## src/rtl/pwm_cmd_loader.sv

```systemverilog
// Byte-serial command loader for a PWM stage: an asynchronous 4-phase strobe
// bus writes shadow duty/period values that commit at the PWM period boundary.
module pwm_cmd_loader #(
  parameter int WIDTH = 8
) (
  input  logic             clk,
  input  logic             rst_n,
  input  logic [WIDTH-1:0] bus_data,
  input  logic             bus_strobe,
  input  logic             period_end,
  output logic [WIDTH-1:0] duty,
  output logic [WIDTH-1:0] max_value,
  output logic             bus_ack,
  output logic             pending,
  output logic             err,
  output logic [1:0]       dbg_state
);

  localparam logic [1:0] S_IDLE          = 2'd0;
  localparam logic [1:0] S_DATA_DUTY     = 2'd1;
  localparam logic [1:0] S_DATA_MAX      = 2'd2;
  localparam logic [1:0] S_DATA_BOTH_MAX = 2'd3;

  localparam logic [WIDTH-1:0] OP_CLR_ERR = WIDTH'(0);
  localparam logic [WIDTH-1:0] OP_DUTY    = WIDTH'(1);
  localparam logic [WIDTH-1:0] OP_MAX     = WIDTH'(2);
  localparam logic [WIDTH-1:0] OP_BOTH    = WIDTH'(3);
  localparam logic [WIDTH-1:0] OP_COMMIT  = WIDTH'(4);

  logic             r_sync1, r_sync2, r_sync2_d;
  logic [1:0]       r_warm;
  logic             r_armed;
  logic             r_ack;
  logic [1:0]       r_state;
  logic             r_both;
  logic [WIDTH-1:0] r_shadow_duty, r_shadow_max;
  logic [WIDTH-1:0] r_duty, r_max;
  logic             r_pending, r_err;

  logic w_byte_valid;
  logic w_idle, w_wr_duty, w_wr_max, w_set_pending, w_commit;

  // Handshake: the host raises bus_strobe with bus_data stable; bus_ack rises
  // once the byte is taken, the host drops bus_strobe, and bus_ack then falls.
  // A byte needs two consecutive samples high (short glitches are dropped), and
  // the edge detector only arms once the synchronizer has seen the strobe low
  // after reset, so a strobe held across reset release is not taken as a byte.
  assign w_byte_valid = r_armed & r_sync1 & r_sync2 & ~r_sync2_d;

  assign w_idle        = (r_state == S_IDLE);
  assign w_wr_duty     = w_byte_valid & (r_state == S_DATA_DUTY);
  assign w_wr_max      = w_byte_valid & ((r_state == S_DATA_MAX) | (r_state == S_DATA_BOTH_MAX));
  assign w_set_pending = (w_wr_duty & ~r_both) | w_wr_max;
  assign w_commit      = (w_byte_valid & w_idle & (bus_data == OP_COMMIT)) | (period_end & r_pending);

  always_ff @(posedge clk or negedge rst_n) begin
    if (!rst_n) begin
      r_sync1   <= 1'b0;
      r_sync2   <= 1'b0;
      r_sync2_d <= 1'b0;
      r_warm    <= 2'b00;
      r_armed   <= 1'b0;
      r_ack     <= 1'b0;
    end else begin
      r_sync1   <= bus_strobe;
      r_sync2   <= r_sync1;
      r_sync2_d <= r_sync2;
      r_warm    <= {r_warm[0], 1'b1};
      r_armed   <= r_armed | (r_warm[1] & ~r_sync2);
      if (w_byte_valid) begin
        r_ack <= 1'b1;
      end else if (!r_sync2) begin
        r_ack <= 1'b0;
      end
    end
  end

  always_ff @(posedge clk or negedge rst_n) begin
    if (!rst_n) begin
      r_state <= S_IDLE;
      r_both  <= 1'b0;
      r_err   <= 1'b0;
    end else if (w_byte_valid) begin
      case (r_state)
        S_IDLE: begin
          r_both <= 1'b0;
          if (bus_data == OP_CLR_ERR) begin
            r_err <= 1'b0;
          end else if (bus_data == OP_DUTY) begin
            r_state <= S_DATA_DUTY;
          end else if (bus_data == OP_MAX) begin
            r_state <= S_DATA_MAX;
          end else if (bus_data == OP_BOTH) begin
            r_state <= S_DATA_DUTY;
            r_both  <= 1'b1;
          end else if (bus_data != OP_COMMIT) begin
            r_err <= 1'b1;
          end
        end
        S_DATA_DUTY: begin
          r_state <= r_both ? S_DATA_BOTH_MAX : S_IDLE;
        end
        default: begin
          r_state <= S_IDLE;
          r_both  <= 1'b0;
        end
      endcase
    end
  end

  // Shadow writes and commits share an edge: the commit reads the pre-write
  // shadow values, and pending stays set so the new value lands next period.
  always_ff @(posedge clk or negedge rst_n) begin
    if (!rst_n) begin
      r_shadow_duty <= '0;
      r_shadow_max  <= '1;
      r_duty        <= '0;
      r_max         <= '1;
      r_pending     <= 1'b0;
    end else begin
      if (w_wr_duty) r_shadow_duty <= bus_data;
      if (w_wr_max)  r_shadow_max  <= bus_data;
      if (w_commit) begin
        r_duty <= (r_shadow_duty > r_shadow_max) ? r_shadow_max : r_shadow_duty;
        r_max  <= r_shadow_max;
      end
      if (w_set_pending) begin
        r_pending <= 1'b1;
      end else if (w_commit && !w_wr_duty && !w_wr_max) begin
        r_pending <= 1'b0;
      end
    end
  end

  assign duty      = r_duty;
  assign max_value = r_max;
  assign bus_ack   = r_ack;
  assign pending   = r_pending;
  assign err       = r_err;
  assign dbg_state = r_state;

endmodule

```

## config.mk

```make
export PLATFORM = sky130hd
export DESIGN_NAME = pwm_cmd_loader
export DESIGN_NICKNAME = d
export VERILOG_FILES = /design/src/rtl/pwm_cmd_loader.sv
export SDC_FILE = /design/constraint.sdc
export NUM_CORES = 1
export LEC_CHECK = 0
export ABC_AREA = 1
export ABC_CLOCK_PERIOD_IN_PS = 2500
export BUFFER_PORTS_ARGS = -buffer_cell sky130_fd_sc_hd__buf_2
export CORE_MARGIN = 2
export CORE_UTILIZATION = 51
export DETAILED_ROUTE_END_ITERATION = 12
export GPL_ROUTABILITY_DRIVEN = 0
export GPL_TIMING_DRIVEN = 0
export PLACE_DENSITY = 0.75
export REMOVE_ABC_BUFFERS = 1
export SYNTH_ARGS = -nofsm -noshare
export SYNTH_HDL_FRONTEND = slang
export SYNTH_SLANG_ARGS = --single-unit
export TNS_END_PERCENT = 10
```

## constraint.sdc

```tcl
create_clock -name clk -period 2.5 [get_ports clk]
set_input_delay 0.125 -clock clk [delete_from_list [all_inputs] [get_ports clk]]
set_output_delay 0.125 -clock clk [all_outputs]
set_load 0.01 [all_outputs]
```

==> qor.txt <==
first-pass GRT wire length -> 6720 um
Synth Flop Type -> dfrtp_1
worst clock skew -> 0.00564 ns
crit-path cells -> inv_1, ha_1, nand2_1, nor2_1, nand4_2, nand2_1, nand2_1, nand3_1, nand2_1
layout cells sized above 1 -> 0.274
most common cell after layout, fill and taps aside -> nand2_1
adder-cell area share of the yosys netlist -> 0.0466
Setup WS pre-CTS -> 0.409 ns
vias in the first global route -> 1589
Setup CP Type -> flip-flop to flip-flop
Yosys reg bits -> 44
Synth Area in Compound Gates -> 0.0932
htree depth -> 2
antenna violations before repair -> 0
Die W -> 68.9 um
slowest CP cell -> dfstp_2
Yosys Warn Count -> 0
CP startpoint kind -> flip-flop
Worst setup EP type -> flip-flop
Layout area overhead -> 14.0%
CP required -> 2.69 ns
clock tree sinks -> 44
Seq/Total Area, Yosys -> 0.522
worst reg2reg path startpoint -> r_shadow_max[7]$_DFFE_PN1P_
max incr delay on CP -> 0.54 ns
Placement Cell Area -> 2330 um2
1st-pass router iterations -> 4
Clock Tree Root -> clkbuf_8
Simple-Gate Fraction of Synth Area -> 0.258
Post-synth EDFFs -> 0
Leak Pwr -> 0.00127 uW
cell repeated most along the worst path -> nand2_1
drt wl/cell -> 11.6 um
Initial DRC Count -> 80
GRT Total Usage -> 0.196
run status -> complete, no violations
clock tree from TritonCTS -> done
top cells by area, synth -> dfrtp_1 (33%), dfstp_2 (20%), nand2_1 (13%)
Max-cap violations -> 0
clock buffer count from CTS -> 5
worst vdd ir -> 0.000451 V
Syn Area/Cell -> 8.98 um2
P per Cell Area -> 1210 nW/um2
full die area -> 4750 um2
Routed WL -> 3780 um
Synth Cell Area -> 2150 um2
Buf+Inv Stages, Crit Path -> 1
largest net degree at the start of global routing -> 45
DRC errors left -> 0
Post-DRT Antenna Nets -> 0
IO Port Bufs -> 32
design area -> 2450 um2
Worst Path Max Fanout -> 9
main combinational cell family by area after synthesis -> simple AND/OR/NAND/NOR gates
Max-slew headroom -> 0.369
Post-CTS Resized -> 0
clk slew on worst S/H paths -> 0.08 ns
RSZ-0062 raised after global routing -> false
I/O pin count -> 33
fin nets -> 296
Fmax -> 0.471 GHz
Synth Area in XOR/XNOR -> 0
Tcrit/Tclk final -> 0.849
min-delay src -> bus_data[5]
max-slew violation count -> 0
Hold Vio Cnt, Final -> 0
total global routing overflow -> 0
Final WS setup -> 0.378 ns
worst slew pin tran -> 0.947 ns
async set-reset flop share out of synthesis -> 1.00
Setup-failing EPs final -> 0
Diodes inserted -> 0
Via density -> 4.89
row count -> 23
TNS Setup -> 0 ns
Die Span Y -> 68.9 um
Worst Setup SP -> r_shadow_max[7]$_DFFE_PN1P_
Period minus WS final -> 2.12 ns
most frequent cells in the layout -> nand2_1 (76), inv_1 (32), buf_2 (32)
total vias in the final route -> 1600
Critical Path AT -> 2.32 ns
Starting Density -> 0.533
Worst Hold Class -> input port to flip-flop
Yosys cell types -> 28
Max Buffers Root-to-Sink -> 2
Post-Syn Instances -> 239
Worst-Skew Late Latency -> 0.30 ns
mux contribution to synthesized area -> 0
post-synth top area share -> 0.326
DPL Wire Length -> 2780 um
post-synth top area cell -> dfrtp_1
CP top delay family -> simple AND/OR/NAND/NOR gates
CORE AREA -> 4030 um2
## layout make-up
type / instances / area [um2]
tap: 50 / 62.6
fill: 353 / 1580
clock buffer: 7 / 86.3
timing repair buffer: 34 / 180
multi-input combinational: 157 / 858
inverter: 34 / 133
sequential: 44 / 1120
clock inverter: 1 / 7.51
## cells by family after synthesis
logic type | count (synthesis)
DFF | 44
other | 1
buffers and inverters | 38
AOI/OAI and AO/OA | 33
adders and majority gates | 8
and+or+nand+nor | 115
## worst paths after layout
path | end | slack, ns | depth (start not counted)
max in group asynchronous | r_both$_DFFE_PN0P_ | 1.40 | 2
worst max register to register | duty[7]$_DFFE_PN0P_ | 0.38 | 9
min in group asynchronous | duty[4]$_DFFE_PN0P_ | 0.50 | 2
worst max-delay path | duty[7]$_DFFE_PN0P_ | 0.38 | 9
worst min register to register | r_warm[1]$_DFF_PN0_ | 0.36 | 0
worst min-delay path | r_shadow_duty[5]$_DFFE_PN0P_ | 0.05 | 3
## metal layers
| layer | wire length, um | GRT usage | up-vias |
|---|---|---|---|
| met2 | 1820 | 0.333 | 33 |
| met3 | 184 | 0.0552 | 4 |
| met1 | 1740 | 0.231 | 735 |
| li1 | - | - | 828 |
| met4 | 33 | 0.0858 | 0 |
| met5 | 0 | 0 | - |
## worst register-to-register path: cells and delay by family, from the launching register on
kind | cells | cell delay [ns]
and+or+nand+nor | 7 | 1.10
DFF | 1 | 0.54
adders and majority gates | 1 | 0.31
buffers and inverters | 1 | 0.08
## what timing repair did
item,4_1_cts,5_1_grt
buffers inserted,0,0
hold buffers,2,0
endpoints found under the hold margin,14,0
## flip-flops by register name, summed over array words and instances (netlist names), 2 cells and up
register       flops
dbg_state          2
duty               8
r_shadow_max       8
max_value          8
r_warm             2
r_shadow_duty      8
## cell usage after synthesis (3+ instances only)
| cell | count |
|---|---|
| a21oi_1 | 4 |
| o21ai_0 | 19 |
| nor2_1 | 6 |
| ha_1 | 8 |
| inv_1 | 32 |
| nor2_4 | 3 |
| nand3_1 | 19 |
| dfrtp_1 | 28 |
| nand4_1 | 3 |
| dfstp_2 | 16 |
| nand2_1 | 76 |
| o21ai_2 | 8 |
## power breakdown
group,internal [uW],switching [uW]
Clock,225,240
Combinational,481,783
Sequential,1080,143
Total,1790,1170
## through the flow
step / instances / utilization / power, uW / hold slack, ns
floorplan: 235 / - / 2140 / -0.171
global route: 327 / 0.608 / 3280 / 0.0573
detailed placement: 317 / 0.580 / 2510 / 0.235
CTS: 327 / 0.608 / 2980 / 0.0444
finish: 327 / 0.608 / 2950 / 0.0531
global placement: 317 / 0.580 / 2450 / 0.233
(Power assumes the default switching activity.)
